File: src/rtl/pipeline_hazard_controller_if.sv
// Hazard-controller bundle: hazard sources from ID/EX in, stage enables/flushes out.
// Pure wiring, no latency; no backpressure, controls are consumed every cycle.
// master = core/pipeline side, slave = hazard controller.
interface pipeline_hazard_controller_if #(
    parameter int REG_ADDR_BITS = 5
);
    logic [REG_ADDR_BITS-1:0] id_rs_i;
    logic [REG_ADDR_BITS-1:0] id_rt_i;
    logic                     id_uses_rt_i;
    logic                     ex_mem_read_i;
    logic [REG_ADDR_BITS-1:0] ex_rt_i;
    logic                     ex_muldiv_i;
    logic                     branch_taken_i;

    logic                     pc_enable_o;
    logic                     ifid_enable_o;
    logic                     idex_enable_o;
    logic                     exmem_enable_o;
    logic                     memwb_enable_o;
    logic                     ifid_flush_o;
    logic                     idex_flush_o;
    logic                     memwb_flush_o;
    logic                     muldiv_busy_o;
    logic                     muldiv_done_o;
    logic [15:0]              load_use_count_o;
    logic [15:0]              muldiv_stall_count_o;
    logic [15:0]              flush_count_o;

    modport master (
        output id_rs_i, id_rt_i, id_uses_rt_i, ex_mem_read_i, ex_rt_i,
               ex_muldiv_i, branch_taken_i,
        input  pc_enable_o, ifid_enable_o, idex_enable_o, exmem_enable_o,
               memwb_enable_o, ifid_flush_o, idex_flush_o, memwb_flush_o,
               muldiv_busy_o, muldiv_done_o, load_use_count_o,
               muldiv_stall_count_o, flush_count_o
    );

    modport slave (
        input  id_rs_i, id_rt_i, id_uses_rt_i, ex_mem_read_i, ex_rt_i,
               ex_muldiv_i, branch_taken_i,
        output pc_enable_o, ifid_enable_o, idex_enable_o, exmem_enable_o,
               memwb_enable_o, ifid_flush_o, idex_flush_o, memwb_flush_o,
               muldiv_busy_o, muldiv_done_o, load_use_count_o,
               muldiv_stall_count_o, flush_count_o
    );
endinterface

File: src/rtl/pipeline_hazard_controller.sv
// Pipeline stage enable/flush generator: load-use stalls, mult/div stall sequencing, branch flushes.
// Controls are Mealy combinational (same cycle); state advances on the falling clock edge.
// No backpressure: stalls are expressed purely through the stage enables. Perf counters: STALL_PERF_COUNTERS_EN.
module pipeline_hazard_controller #(
    parameter int MULDIV_CYCLES = 32,   // total mult/div stall cycles, >= 2
    parameter int REG_ADDR_BITS = 5
) (
    input logic                           clk,
    input logic                           reset,
    pipeline_hazard_controller_if.slave   hz
);
    localparam int             CNT_W    = $clog2(MULDIV_CYCLES);
    localparam logic [CNT_W-1:0] CNT_LOAD = CNT_W'(MULDIV_CYCLES - 2);

    typedef enum logic [1:0] {
        RUN     = 2'd0,
        MD_BUSY = 2'd1,
        MD_DONE = 2'd2
    } state_t;

    state_t             state;
    logic [CNT_W-1:0]   md_cnt;

    logic [REG_ADDR_BITS-1:0] ex_rt;
    logic                     load_use;
    logic                     md_stall;
    logic                     lu_stall;
    logic                     br_flush;

    assign ex_rt    = hz.ex_rt_i;
    assign load_use = hz.ex_mem_read_i && (ex_rt != '0) &&
                      ((ex_rt == hz.id_rs_i) || (hz.id_uses_rt_i && (ex_rt == hz.id_rt_i)));

    // In MD_DONE the mult/div is still sitting in ID/EX, so ex_muldiv_i must not re-trigger.
    assign md_stall = reset && ((state == MD_BUSY) || ((state == RUN) && hz.ex_muldiv_i));
    assign lu_stall = reset && !md_stall && load_use;
    assign br_flush = reset && !md_stall && !lu_stall && hz.branch_taken_i;

    assign hz.pc_enable_o    = reset && !md_stall && !lu_stall;
    assign hz.ifid_enable_o  = reset && !md_stall && !lu_stall;
    assign hz.idex_enable_o  = reset && !md_stall;
    assign hz.exmem_enable_o = reset && !md_stall;
    assign hz.memwb_enable_o = reset;
    assign hz.ifid_flush_o   = br_flush;
    assign hz.idex_flush_o   = lu_stall;
    assign hz.memwb_flush_o  = md_stall;
    assign hz.muldiv_busy_o  = md_stall;
    assign hz.muldiv_done_o  = reset && (state == MD_DONE);

    always_ff @(negedge clk or negedge reset) begin
        if (!reset) begin
            state  <= RUN;
            md_cnt <= '0;
        end else begin
            case (state)
                RUN: begin
                    if (hz.ex_muldiv_i) begin
                        state  <= MD_BUSY;
                        md_cnt <= CNT_LOAD;
                    end
                end
                MD_BUSY: begin
                    if (md_cnt == '0) begin
                        state <= MD_DONE;
                    end else begin
                        md_cnt <= md_cnt - CNT_W'(1);
                    end
                end
                MD_DONE: state <= RUN;
                default: state <= RUN;
            endcase
        end
    end

`ifdef STALL_PERF_COUNTERS_EN
    logic [15:0] lu_cnt;
    logic [15:0] md_stall_cnt;
    logic [15:0] fl_cnt;

    always_ff @(negedge clk or negedge reset) begin
        if (!reset) begin
            lu_cnt       <= '0;
            md_stall_cnt <= '0;
            fl_cnt       <= '0;
        end else begin
            if (lu_stall && (lu_cnt != 16'hFFFF)) begin
                lu_cnt <= lu_cnt + 16'd1;
            end
            if (md_stall && (md_stall_cnt != 16'hFFFF)) begin
                md_stall_cnt <= md_stall_cnt + 16'd1;
            end
            if (br_flush && (fl_cnt != 16'hFFFF)) begin
                fl_cnt <= fl_cnt + 16'd1;
            end
        end
    end

    assign hz.load_use_count_o     = lu_cnt;
    assign hz.muldiv_stall_count_o = md_stall_cnt;
    assign hz.flush_count_o        = fl_cnt;
`else
    assign hz.load_use_count_o     = '0;
    assign hz.muldiv_stall_count_o = '0;
    assign hz.flush_count_o        = '0;
`endif

endmodule

File: src/flat_wrapper.sv
// flat-port wrapper written by rule: the top's interface ports become plain ports
module pipeline_hazard_controller_flat 
#(
    parameter int MULDIV_CYCLES = 32,                                       
    parameter int REG_ADDR_BITS = 5
)
  (clk, reset, hz_id_rs_i, hz_id_rt_i, hz_id_uses_rt_i, hz_ex_mem_read_i, hz_ex_rt_i, hz_ex_muldiv_i, hz_branch_taken_i, hz_pc_enable_o, hz_ifid_enable_o, hz_idex_enable_o, hz_exmem_enable_o, hz_memwb_enable_o, hz_ifid_flush_o, hz_idex_flush_o, hz_memwb_flush_o, hz_muldiv_busy_o, hz_muldiv_done_o, hz_load_use_count_o, hz_muldiv_stall_count_o, hz_flush_count_o);
  pipeline_hazard_controller_if #(.REG_ADDR_BITS(REG_ADDR_BITS)) hz_i ();
  input logic clk;
  input logic reset;
  input wire logic [$bits(hz_i.id_rs_i)-1:0] hz_id_rs_i;
  input wire logic [$bits(hz_i.id_rt_i)-1:0] hz_id_rt_i;
  input wire logic [$bits(hz_i.id_uses_rt_i)-1:0] hz_id_uses_rt_i;
  input wire logic [$bits(hz_i.ex_mem_read_i)-1:0] hz_ex_mem_read_i;
  input wire logic [$bits(hz_i.ex_rt_i)-1:0] hz_ex_rt_i;
  input wire logic [$bits(hz_i.ex_muldiv_i)-1:0] hz_ex_muldiv_i;
  input wire logic [$bits(hz_i.branch_taken_i)-1:0] hz_branch_taken_i;
  output wire logic [$bits(hz_i.pc_enable_o)-1:0] hz_pc_enable_o;
  output wire logic [$bits(hz_i.ifid_enable_o)-1:0] hz_ifid_enable_o;
  output wire logic [$bits(hz_i.idex_enable_o)-1:0] hz_idex_enable_o;
  output wire logic [$bits(hz_i.exmem_enable_o)-1:0] hz_exmem_enable_o;
  output wire logic [$bits(hz_i.memwb_enable_o)-1:0] hz_memwb_enable_o;
  output wire logic [$bits(hz_i.ifid_flush_o)-1:0] hz_ifid_flush_o;
  output wire logic [$bits(hz_i.idex_flush_o)-1:0] hz_idex_flush_o;
  output wire logic [$bits(hz_i.memwb_flush_o)-1:0] hz_memwb_flush_o;
  output wire logic [$bits(hz_i.muldiv_busy_o)-1:0] hz_muldiv_busy_o;
  output wire logic [$bits(hz_i.muldiv_done_o)-1:0] hz_muldiv_done_o;
  output wire logic [$bits(hz_i.load_use_count_o)-1:0] hz_load_use_count_o;
  output wire logic [$bits(hz_i.muldiv_stall_count_o)-1:0] hz_muldiv_stall_count_o;
  output wire logic [$bits(hz_i.flush_count_o)-1:0] hz_flush_count_o;
  assign hz_i.id_rs_i = hz_id_rs_i;
  assign hz_i.id_rt_i = hz_id_rt_i;
  assign hz_i.id_uses_rt_i = hz_id_uses_rt_i;
  assign hz_i.ex_mem_read_i = hz_ex_mem_read_i;
  assign hz_i.ex_rt_i = hz_ex_rt_i;
  assign hz_i.ex_muldiv_i = hz_ex_muldiv_i;
  assign hz_i.branch_taken_i = hz_branch_taken_i;
  assign hz_pc_enable_o = hz_i.pc_enable_o;
  assign hz_ifid_enable_o = hz_i.ifid_enable_o;
  assign hz_idex_enable_o = hz_i.idex_enable_o;
  assign hz_exmem_enable_o = hz_i.exmem_enable_o;
  assign hz_memwb_enable_o = hz_i.memwb_enable_o;
  assign hz_ifid_flush_o = hz_i.ifid_flush_o;
  assign hz_idex_flush_o = hz_i.idex_flush_o;
  assign hz_memwb_flush_o = hz_i.memwb_flush_o;
  assign hz_muldiv_busy_o = hz_i.muldiv_busy_o;
  assign hz_muldiv_done_o = hz_i.muldiv_done_o;
  assign hz_load_use_count_o = hz_i.load_use_count_o;
  assign hz_muldiv_stall_count_o = hz_i.muldiv_stall_count_o;
  assign hz_flush_count_o = hz_i.flush_count_o;
  pipeline_hazard_controller #(.MULDIV_CYCLES(MULDIV_CYCLES), .REG_ADDR_BITS(REG_ADDR_BITS)) u_core (.clk(clk), .reset(reset), .hz(hz_i));
endmodule
File: config.mk
export PLATFORM = sky130hd
export DESIGN_NAME = pipeline_hazard_controller_flat
export DESIGN_NICKNAME = d
export VERILOG_FILES = /design/src/rtl/pipeline_hazard_controller_if.sv /design/src/rtl/pipeline_hazard_controller.sv /design/src/flat_wrapper.sv
export SDC_FILE = /design/constraint.sdc
export NUM_CORES = 1
export LEC_CHECK = 0
export CELL_PAD_IN_SITES_DETAIL_PLACEMENT = 1
export CELL_PAD_IN_SITES_GLOBAL_PLACEMENT = 1
export CORE_MARGIN = 2
export CORE_UTILIZATION = 22
export DETAILED_ROUTE_END_ITERATION = 12
export PLACE_DENSITY = 0.85
export SYNTH_ARGS = -nofsm -noshare
export SYNTH_HDL_FRONTEND = slang
export SYNTH_SLANG_ARGS = --single-unit
File: constraint.sdc
create_clock -name clk -period 5.35 [get_ports clk]
set_clock_uncertainty 0.2 [all_clocks]
set_input_delay 1.605 -clock clk [delete_from_list [all_inputs] [get_ports clk]]
set_output_delay 1.605 -clock clk [all_outputs]
set_load 0.02 [all_outputs]
# Word level (Yosys, flattened, before mapping)
# Cells that the tools add are included.
# W data, S select, Z words.
# op_classes
add_sub_neg	1
eq_ne	7
mux	6
n_reduce_logical	20
# op_table
op	n
$eq A5 B5 Y1	2
$logic_and A1 B1 Y1	10
$mux W5	2
$pmux W5 S2	1
$ne A2 B2 Y1 const B	3
$logic_not A5 Y1	1
$reduce_bool A5 Y1	1
$sub A5 B1 Y5 const B	1
$mux W2	2
$pmux W2 S2	1
$reduce_and A3 Y1	1
$eq A2 B1 Y1 const B	1
$eq A2 B2 Y1 const B	1
$logic_not A1 Y1	2
$logic_not A2 Y1	1
$logic_or A1 B1 Y1	2
$reduce_and A2 Y1	1
$reduce_bool A2 Y1	1
# totals
ff_bits	7
in_bits	21
out_inout_bits	58
wordCells	36

# Longest topological paths before layout
# depth
depth_word	10
ltp_mapped	6

==> impl_metrics.toml <==
[run_status]
status = "finished, violations left"
violations = "setup timing"

[global_routing]
grt_pass1_vias = 733
grt_use_total = 0.0904
antenna_found_initial = 0
grt_overflow = 0
grt_max_degree = 12
grt_pass1_wl_mm = 3.13

[pwr]
switching_share = 0.427
power.density_nw_per_um2 = 321
seq_power_share = 0.266
clkPwrFrac = 0.191
p_int_mw = 0.225
vdd_drop_max_mv = 0.0938
leakage_nw = 0.570
combPwrFrac = 0.543
switching_power_mw = 0.168

[cts]
cts_post_setup_buffers_inserted = 0
cts_buffers = 3
clk_pin_slew_ns = 0.03
cts_num_sinks = 7
htree_levels = 1
cts_tree = "done"
ctsHoldBuffers = 0
root_buffer = "clkbuf_8"
cts_buffer_depth = 2
clock_latency_ns = 0.25

[yosys]
synthXorXnorAreaFrac = 0.0970
ys_types = 28
synth-simple-area-share = 0.132
synthAdderAreaFrac = 0.0139
synth_area_leaders = "buf_4 (43%), dfrtn_1 (19%), xnor2_1 (9.7%), a21oi_1 (3.3%), inv_1 (2.5%)"
netlist.area_leader.share = 0.432
avgSynthCellArea_um2 = 8.07
muxShareOfSynthArea = 0
synth-edff-count = 0
ys_seq_elements = 7
yosysTopAreaCell = "buf_4"
synth_warnings = 0
synth_top_family_by_area = "buffers and inverters"
async_flop_share = 1.00
yosysSeqAreaShare = 0.194
netlist_instances = 112
ys.flop_type = "dfrtn_1"
synth_compound_gate_area_share = 0.102
syn_area_um2 = 903

[route]
dr.pass1.iters = 2
drt_iter0_drc = 9
post_drt_wl_per_cell_um = 10.4
wl_mm = 2.08
ant_nets = 0
vias = 739
drc_errors = 0
via_per_inst = 3.68

[critical_path]
r2r_setup_slack_ns = 3.40
worstSetupEndpointType = "output pin"
path_class = "flip-flop to output pin"
worstRegToRegCells = 6
crit_fanout = 3
cp-start-kind = "flip-flop"
crit_arrival_ns = 3.88
required_ns = 3.55
worst_r2r_endpoint = "u_core.md_cnt[1]$_DFFE_NN0P_"
r2r-start = "u_core.md_cnt[0]$_DFFE_NN0P_"

[floorplanning]
fp.dieH_um = 68.1
die_w_um = 68.1
rows = 23
io_pins = 79
die-area_um2 = 4630
initial_utilization = 0.227
core_um2 = 3970

[sta]
hold_viol = 0
setup_violations = 9
rsz0062_at_grt = "true"
fin_setup_tns_ns = -2.62
slew_headroom = 0.516
setup_slack_ns = -0.338
drv_slew = 0
worst_pin_slew_ns = 0.716

[final_layout]
area_delta_synth_final_pct = 35.2
antenna_cells = 0
layout-drive-gt1-share = 0.205
fin_nets = 174
final_util = 0.307
num-fill-cells = 513

[min_path]
hold_end = "u_core.md_cnt[0]$_DFFE_NN0P_"
hp-class = "flip-flop to flip-flop"
hp-start = "u_core.md_cnt[0]$_DFFE_NN0P_"
min_path_cells = 3

[flow_run]
maxCapViolations = 0

[place]
gp_congestion = 0.820
hpwlAfterDp_mm = 1.87
io_buffers = 30
[worst max-delay path: stages (launching register included)]
cell and delay [ns]:
dfrtn_1 0.40, o21bai_4 0.13, nand2_2 0.09, inv_2 0.06
and3_4 0.16, buf_6 0.11
[layout by cell type, fill, tap and decap left out]
master / synthesis / layout
o21bai_4: 0 / 1
inv_1: 6 / 5
nor3_2: 0 / 1
ha_1: 1 / 1
buf_4: 52 / 12
o21a_1: 1 / 1
nor2_4: 0 / 1
nand2_2: 0 / 1
buf_6: 0 / 7
nor4b_1: 1 / 1
nand2_1: 3 / 2
conb_1: 1 / 48
or4_4: 1 / 1
a21oi_1: 6 / 4
nand4_1: 1 / 1
a311oi_1: 1 / 1
dlygate4sd2_1: 0 / 1
clkbuf_1: 0 / 1
nor2_1: 2 / 1
nor2b_1: 2 / 2
and2_1: 1 / 1
clkbuf_8: 0 / 3
o41ai_1: 1 / 1
xnor2_1: 10 / 10
or4_1: 2 / 2
dfrtn_1: 7 / 7
nand3_1: 3 / 3
o31ai_1: 1 / 1
o22ai_1: 1 / 1
clkdlybuf4s50_1: 0 / 20
o21ai_0: 2 / 2
and3_4: 0 / 1
a31oi_1: 1 / 1
inv_2: 0 / 1
nand2b_1: 1 / 1
nor3b_1: 1 / 1
a21oi_2: 0 / 1
a21oi_4: 0 / 1
[synthesized netlist by cell type, types with 2 or more instances]
cell type,count
xnor2_1,10
nor2b_1,2
nand3_1,3
nor2_1,2
a21oi_1,6
buf_4,52
or4_1,2
inv_1,6
nand2_1,3
o21ai_0,2
dfrtn_1,7
[area by class of cell]
cell class,instances,area [um2],share of cell area
Timing Repair Buffer,40,378,0.309
Sequential cell,7,175,0.143
Clock buffer,4,45.0,0.0369
Multi-Input combinational cell,94,538,0.441
Tap cell,50,62.6,0.0512
Inverter,6,22.5,0.0184
[state kept, by name, indices dropped and copies added, names as in the netlist]
| signal | flops |
|---|---|
| u_core.state | 2 |
| u_core.md_cnt | 5 |
[worst max-delay path by stage]
stage | cells past startpoint | endpoint | from
after floorplan | 4 | hz_pc_enable_o | u_core.state[1]$_DFFE_NN0P_
after CTS | 5 | hz_idex_flush_o | u_core.state[1]$_DFFE_NN0P_
final | 5 | hz_idex_flush_o | u_core.state[1]$_DFFE_NN0P_
after global routing | 5 | hz_idex_flush_o | u_core.state[1]$_DFFE_NN0P_
after detailed placement | 5 | hz_idex_flush_o | u_core.state[1]$_DFFE_NN0P_
after global placement | 5 | hz_idex_flush_o | u_core.state[1]$_DFFE_NN0P_
[metrics by stage]
| stage | hold slack (ns) | cell area (um2) | total power [mW] | instances | worst slack, ns |
|---|---|---|---|---|---|
| after floorplan | 0.239 | 1120 | 0.266 | 159 | -0.188 |
| after global placement | 0.273 | 1160 | 0.303 | 197 | -0.536 |
| after detailed placement | 0.294 | 1160 | 0.314 | 197 | -0.567 |
| after CTS | 0.299 | 1220 | 0.400 | 201 | -0.355 |
| after global routing | 0.370 | 1220 | 0.430 | 201 | -0.383 |
| final | 0.295 | 1220 | 0.392 | 201 | -0.338 |
[kinds of logic after synthesis]
group	Yosys count
XOR/XNOR	10
adder cells (fa/ha/maj)	1
AO/OA/AOI/OAI	15
AND/OR/NAND/NOR	20
flip-flops	7
other	1
buffers and inverters	58
[repair_timing]
action | in CTS | in global routing
pin swaps | 0 | 0
resized for setup | 55 | 0
setup endpoints to repair | 13 | 9
[per-layer routing]
layer | wire length, um | track usage | part of all wire
met1 | 585 | 0.0723 | 0.28
met2 | 1150 | 0.188 | 0.55
met3 | 334 | 0.0378 | 0.16
met4 | 18 | 0.0325 | 0.0086
met5 | 0 | 0 | 0
[power by group through the flow]
stage	logic (mW)	registers (mW)	clock network, mW
detailed placement	0.209	0.105	0
CTS	0.217	0.105	0.0781
global route	0.243	0.107	0.0798
finish	0.213	0.104	0.0749
floorplan	0.163	0.103	0
global placement	0.201	0.102	0
(Power assumes the default switching activity.)
